## src/rtl/fdtd_reg_bank.sv

```systemverilog
// FDTD accelerator control/status register bank and step sequencer.
// Define FDTD_REG_BANK_IRQ_EN to store IRQ_EN and drive irq_o.
module fdtd_reg_bank #(
  parameter int unsigned AXI4_DATA_WIDTH = 32,
  parameter int unsigned WORD_ADDR_WIDTH = 4,
  parameter logic [31:0] BLOCK_ID = 32'hFD7D_0001
) (
  input  logic                         ACLK,
  input  logic                         ARESETn,
  input  logic                         rd_avalid_i,
  input  logic [WORD_ADDR_WIDTH-1:0]   rd_word_addr_i,
  output logic [AXI4_DATA_WIDTH-1:0]   rd_data_o,
  input  logic                         wr_avalid_i,
  input  logic [WORD_ADDR_WIDTH-1:0]   wr_word_addr_i,
  input  logic [AXI4_DATA_WIDTH-1:0]   wr_data_i,
  input  logic [AXI4_DATA_WIDTH/8-1:0] wr_strb_i,
  output logic [AXI4_DATA_WIDTH-1:0]   ex_base_o,
  output logic [AXI4_DATA_WIDTH-1:0]   hy_base_o,
  output logic [AXI4_DATA_WIDTH-1:0]   nx_o,
  output logic [AXI4_DATA_WIDTH-1:0]   coeff_o,
  output logic                         step_start_o,
  input  logic                         step_done_i,
  output logic                         busy_o,
  output logic                         irq_o
);

  localparam int DW = AXI4_DATA_WIDTH;
  localparam int SW = AXI4_DATA_WIDTH / 8;
  localparam int AW = WORD_ADDR_WIDTH;

  localparam logic [AW-1:0] A_CTRL  = AW'(0);
  localparam logic [AW-1:0] A_STAT  = AW'(1);
  localparam logic [AW-1:0] A_EXB   = AW'(2);
  localparam logic [AW-1:0] A_HYB   = AW'(3);
  localparam logic [AW-1:0] A_NX    = AW'(4);
  localparam logic [AW-1:0] A_NSTEP = AW'(5);
  localparam logic [AW-1:0] A_COEFF = AW'(6);
  localparam logic [AW-1:0] A_CYC   = AW'(7);
  localparam logic [AW-1:0] A_STEP  = AW'(8);
  localparam logic [AW-1:0] A_ID    = AW'(9);

  localparam logic [DW-1:0] ONE = DW'(1);

  typedef enum logic [1:0] {
    IDLE,
    STEP_START,
    STEP_WAIT
  } state_t;

  state_t state;

  logic [DW-1:0] ex_base, hy_base, nx, nsteps, coeff;
  logic [DW-1:0] cycle_cnt, step_cnt, step_nxt;
  logic          busy, step_start, done, err;
  logic          irq_en_rd;

  logic wr_ctrl, wr_stat, wr_cfg;
  logic start_w, abort_w, run_req;
  logic clr_done, clr_err, set_done, set_err;

  function automatic logic [DW-1:0] merge(
    input logic [DW-1:0] old,
    input logic [DW-1:0] d,
    input logic [SW-1:0] s
  );
    logic [DW-1:0] r;
    r = old;
    for (int i = 0; i < SW; i++)
      if (s[i]) r[i*8 +: 8] = d[i*8 +: 8];
    return r;
  endfunction

  // CTRL/STATUS action bits live in byte 0 and need its strobe
  assign wr_ctrl = wr_avalid_i && (wr_word_addr_i == A_CTRL) && wr_strb_i[0];
  assign wr_stat = wr_avalid_i && (wr_word_addr_i == A_STAT) && wr_strb_i[0];
  assign wr_cfg  = wr_avalid_i && (wr_word_addr_i >= A_EXB)
                   && (wr_word_addr_i <= A_COEFF);

  assign start_w  = wr_ctrl && wr_data_i[0];
  assign abort_w  = wr_ctrl && wr_data_i[2];
  assign run_req  = start_w && !abort_w;
  assign clr_done = wr_stat && wr_data_i[1];
  assign clr_err  = wr_stat && wr_data_i[2];
  assign step_nxt = step_cnt + ONE;

  assign set_done =
    ((state == IDLE) && run_req && (nsteps == '0)) ||
    ((state == STEP_WAIT) && !abort_w && step_done_i && (step_nxt == nsteps));

  assign set_err =
    (busy && wr_cfg) ||
    (busy && run_req) ||
    (step_done_i && (state != STEP_WAIT));

  always_ff @(posedge ACLK or negedge ARESETn) begin
    if (!ARESETn) begin
      state      <= IDLE;
      busy       <= 1'b0;
      step_start <= 1'b0;
      step_cnt   <= '0;
      cycle_cnt  <= '0;
    end else begin
      step_start <= 1'b0;
      if ((state != IDLE) && (cycle_cnt != '1))
        cycle_cnt <= cycle_cnt + ONE;
      if (busy && abort_w) begin
        state <= IDLE;
        busy  <= 1'b0;
      end else begin
        unique case (state)
          IDLE: begin
            if (run_req) begin
              step_cnt  <= '0;
              cycle_cnt <= '0;
              if (nsteps != '0) begin
                state      <= STEP_START;
                busy       <= 1'b1;
                step_start <= 1'b1;
              end
            end
          end
          STEP_START: state <= STEP_WAIT;
          STEP_WAIT: begin
            if (step_done_i) begin
              step_cnt <= step_nxt;
              if (step_nxt == nsteps) begin
                state <= IDLE;
                busy  <= 1'b0;
              end else begin
                state      <= STEP_START;
                step_start <= 1'b1;
              end
            end
          end
          default: begin
            state <= IDLE;
            busy  <= 1'b0;
          end
        endcase
      end
    end
  end

  always_ff @(posedge ACLK or negedge ARESETn) begin
    if (!ARESETn) begin
      ex_base <= '0;
      hy_base <= '0;
      nx      <= '0;
      nsteps  <= '0;
      coeff   <= '0;
      done    <= 1'b0;
      err     <= 1'b0;
    end else begin
      if (wr_cfg && !busy) begin
        unique case (1'b1)
          wr_word_addr_i == A_EXB:
            ex_base <= merge(ex_base, wr_data_i, wr_strb_i);
          wr_word_addr_i == A_HYB:
            hy_base <= merge(hy_base, wr_data_i, wr_strb_i);
          wr_word_addr_i == A_NX:
            nx <= merge(nx, wr_data_i, wr_strb_i);
          wr_word_addr_i == A_NSTEP:
            nsteps <= merge(nsteps, wr_data_i, wr_strb_i);
          default:
            coeff <= merge(coeff, wr_data_i, wr_strb_i);
        endcase
      end
      // a set in the same cycle as a clear wins
      done <= set_done || (done && !clr_done);
      err  <= set_err || (err && !clr_err);
    end
  end

`ifdef FDTD_REG_BANK_IRQ_EN
  logic irq_en, irq_q;

  always_ff @(posedge ACLK or negedge ARESETn) begin
    if (!ARESETn) begin
      irq_en <= 1'b0;
      irq_q  <= 1'b0;
    end else begin
      if (wr_ctrl) irq_en <= wr_data_i[1];
      irq_q <= done && irq_en;
    end
  end

  assign irq_en_rd = irq_en;
  assign irq_o     = irq_q;
`else
  assign irq_en_rd = 1'b0;
  assign irq_o     = 1'b0;
`endif

  always_comb begin
    rd_data_o = '0;
    if (rd_avalid_i) begin
      unique case (1'b1)
        rd_word_addr_i == A_CTRL:  rd_data_o[1] = irq_en_rd;
        rd_word_addr_i == A_STAT:  rd_data_o[2:0] = {err, done, busy};
        rd_word_addr_i == A_EXB:   rd_data_o = ex_base;
        rd_word_addr_i == A_HYB:   rd_data_o = hy_base;
        rd_word_addr_i == A_NX:    rd_data_o = nx;
        rd_word_addr_i == A_NSTEP: rd_data_o = nsteps;
        rd_word_addr_i == A_COEFF: rd_data_o = coeff;
        rd_word_addr_i == A_CYC:   rd_data_o = cycle_cnt;
        rd_word_addr_i == A_STEP:  rd_data_o = step_cnt;
        rd_word_addr_i == A_ID:    rd_data_o = DW'(BLOCK_ID);
        default:                   rd_data_o = '0;
      endcase
    end
  end

  assign ex_base_o    = ex_base;
  assign hy_base_o    = hy_base;
  assign nx_o         = nx;
  assign coeff_o      = coeff;
  assign step_start_o = step_start;
  assign busy_o       = busy;

endmodule
```

## config.mk

```make
export PLATFORM = sky130hd
export DESIGN_NAME = fdtd_reg_bank
export DESIGN_NICKNAME = d
export VERILOG_FILES = /design/src/rtl/fdtd_reg_bank.sv
export SDC_FILE = /design/constraint.sdc
export NUM_CORES = 1
export LEC_CHECK = 0
export ABC_AREA = 1
export CAP_MARGIN = 20
export CORE_MARGIN = 1
export CORE_UTILIZATION = 65
export CTS_BUF_LIST = sky130_fd_sc_hd__clkbuf_4 sky130_fd_sc_hd__clkbuf_8
export DETAILED_ROUTE_END_ITERATION = 12
export DONT_BUFFER_PORTS = 1
export GPL_TIMING_DRIVEN = 0
export HOLD_SLACK_MARGIN = 0.1
export PLACE_DENSITY_LB_ADDON = 0.25
export SETUP_SLACK_MARGIN = 0.05
export SLEW_MARGIN = 20
export SYNTH_ARGS = -nofsm -noshare
export SYNTH_HDL_FRONTEND = slang
export SYNTH_SLANG_ARGS = --single-unit
```

## constraint.sdc

```tcl
create_clock -name ACLK -period 3.66 [get_ports ACLK]
set_input_delay 0.366 -clock ACLK [delete_from_list [all_inputs] [get_ports ACLK]]
set_output_delay 0.366 -clock ACLK [all_outputs]
set_load 0.01 [all_outputs]
```

==> impl_metrics.py <==
metrics = {
    "logic_synthesis": {
        "yosysTopAreaCellShare_pct": 46.5,
        "synth.net_count": 1701,
        "synth_area_leaders": "dfrtp_1, nand2_1, o21ai_0",
        "ys_types": 43,
        "yosysWarnings": 0,
        "synth_area_leader_cell": "dfrtp_1",
        "yosysSeqAreaShare_pct": 46.5,
        "ys_ff_latch": 230,
        "synth-async-reset-ratio_pct": 100,
        "postSynthAreaPerCell_um2": 7.50,
        "synth_cells": 1650,
        "netlist_area_um2": 12400,
        "synth-main-ff-cell": "dfrtp_1",
        "synth_edf_count": 0,
    },
    "sta": {
        "slew_viol_final": 0,
        "setup_violations": 1,
        "rsz0062_at_grt": "no",
        "skew_ps": 12.2,
        "slew_headroom_pct": 17.5,
        "hold_viol": 230,
        "finalCritPeriodShare_pct": 100,
        "worst_slack_ps": -17.6,
        "tightestPinTransition_ps": 1230,
        "finalCriticalPeriod_ps": 3680,
        "worst_hold_slack_ps": -478,
        "max_freq_ghz": 0.272,
    },
    "global_route": {
        "grt_max_degree": 231,
        "antenna_found_initial": 0,
        "grt_pass1_wl_mm": 69.8,
        "track_usage_pct": 47.7,
        "grt-ovfl-total": 0,
        "grt_pass1_vias": 12300,
    },
    "floorplan": {
        "core.rowCount": 50,
        "dieHeight_um": 140,
        "ios": 212,
        "dieArea_um2": 19600,
        "coreArea_um2": 18700,
        "start_util_pct": 66.2,
        "die_w_um": 140,
    },
    "power": {
        "p_int_mw": 4.86,
        "power.density_nw_per_um2": 566,
        "p_seq_share_pct": 48.6,
        "p_switching_mw": 2.91,
        "clock_power_share_pct": 30.7,
        "switching_share_pct": 37.4,
        "leakage_nw": 6.31,
        "combinationalPowerShare_pct": 20.7,
        "peakVddDrop_mv": 0.409,
    },
    "layout": {
        "areaGrowthSynthToFinish_pct": 11.0,
        "n_antenna_cell": 0,
        "drive_gt1_share_pct": 6.03,
        "design_area_um2": 13700,
        "fillers": 1417,
        "final_cell_mix": "nand2_1, dfrtp_1, o21ai_0, inv_1, nor2_1",
        "fin_util_pct": 73.5,
        "mostFrequentLayoutCell": "nand2_1",
        "nets": 1769,
    },
    "cts": {
        "ctsRootBufferMaster": "clkbuf_8",
        "cts_buffers": 39,
        "cts-htree-levels": 2,
        "cts_sinks": 230,
        "cts_setup_buffers": 0,
        "clk_pin_slew_ps": 60,
        "cts_tree": "yes",
        "postCtsHoldBufs": 27,
        "insertion_delay_ps": 540,
        "clockBufferDepth": 3,
        "cts-resized-gates": 0,
    },
    "setup_path": {
        "ff2ff_path_depth": 16,
        "path_class": "in2out",
        "critPathRequiredTime_ps": 3290,
        "regToRegEndpoint": "busy_o",
        "crit_fanout": 10,
        "reg2reg_slack_ps": 660,
        "cp-start-kind": "primary input",
        "cp.arrival_ps": 3310,
        "r2r_start": "step_cnt[0]",
        "critPathCaptureType": "primary output",
    },
    "job": {
        "cap_violations": 0,
    },
    "routing": {
        "drc": 0,
        "firstDrtPassIters": 6,
        "first_iter_violations": 1689,
        "ant_nets": 0,
        "wire_per_inst_um": 23.8,
        "drt-total-wl_mm": 46.9,
        "via_per_inst": 6.57,
        "num_vias": 13000,
    },
    "placed_design": {
        "placed_cell_area_um2": 12700,
        "port_buffers": 0,
        "dp_hpwl_mm": 33.7,
        "gp_congestion": 1.02,
    },
    "status": {
        "outcome": "complete, but fails checks",
        "violations": "negative hold slack, negative setup slack",
    },
    "worst_hold_path": {
        "holdCritPathClass": "in2async",
    },
}
-- routing by layer --
layer	part of all wire (%)	GRT usage, %	wire length, um
met3	14	14.5	6430
met5	0	0	0
met1	36	61.1	17100
met2	44	73.3	20600
met4	5.8	24.8	2730
-- critical path: stages --
cell and delay [ps]:
inv_1 30, nor2_1 80, inv_1 80, nor2_1 940, inv_1 520, clkbuf_1 460
o21ai_0 290, a221oi_1 110, a21oi_1 430
-- through the flow --
step	hold slack, ps	TNS, ps	total power [mW]	setup WS, ps	cells
2_1_floorplan	70.4	0	4.67	1620	1650
3_3_place_gp	74.2	0	5.22	359	1884
3_5_place_dp	75.8	0	5.29	332	1884
4_1_cts	-488	0	7.65	331	1974
5_1_grt	-482	0	8.03	97.1	1974
6_report	-478	-17.6	7.77	-17.6	1974
-- Yosys cell counts (all sizes together), types with 2 or more instances --
cell type	n
a21oi	31
o221ai	2
nand3	77
dfrtp	230
nand2	514
nand4	24
xnor2	2
buf	5
o22ai	33
nor2	155
ha	2
a221oi	57
o21ai	191
xnor3	2
a211oi	5
a31oi	16
or2	2
nor4	7
o211ai	4
nor3	34
a41oi	3
inv	185
xor2	16
clkbuf	45
clkinv	2
-- kinds of logic (layout without fill, tap and decap cells) --
logic type               after synthesis  in the layout  synth area share, %
AND/OR/NAND/NOR                      815            815                 27.7
flip-flops                           230            230                 46.5
other                                  1              1               0.0303
adder cells (fa/ha/maj)                2              2                0.202
XOR/XNOR                              20             20                 1.64
buffers and inverters                237            327                 7.26
AO/OA/AOI/OAI                        345            345                 16.7
-- sequential cells by signal, indices dropped and copies added (netlist names) --
signal and count:
state 2, step_cnt 32, cycle_cnt 32, step_start_o 1, done 1, hy_base_o 32, nx_o 32, busy_o 1
coeff_o 32, nsteps 32, ex_base_o 32, err 1
-- cell type report --
class / count / area (um^2) / share of cell area (%)
clock inverters: 4 / 20.0 / 0.146
inverters: 187 / 702 / 5.11
plain buffers: 50 / 196 / 1.43
multi-input cells: 1183 / 5740 / 41.8
clock buffers: 59 / 768 / 5.59
well taps: 234 / 293 / 2.13
repair buffers: 27 / 270 / 1.97
flip-flops and latches: 230 / 5760 / 41.9
-- worst max-delay path by stage --
stage                                  from       endpoint  slack (ps)  cells after the start
final                     rd_word_addr_i[2]   rd_data_o[5]         -20                      9
after global routing      rd_word_addr_i[2]   rd_data_o[5]         100                      9
after CTS                 rd_word_addr_i[2]   rd_data_o[5]         330                      9
after detailed placement  rd_word_addr_i[2]   rd_data_o[5]         330                      9
after global placement    rd_word_addr_i[2]   rd_data_o[5]         360                      9
after floorplan           rd_word_addr_i[2]  rd_data_o[11]        1620                      9
-- power by group through the flow --
stage	registers (mW)	clock network, mW	logic (mW)
after detailed placement	3.78	0	1.52
after floorplan	3.55	0	1.11
after CTS	3.74	2.36	1.55
after global routing	3.81	2.45	1.78
after global placement	3.77	0	1.45
final	3.78	2.38	1.61
(Power assumes the default switching activity.)
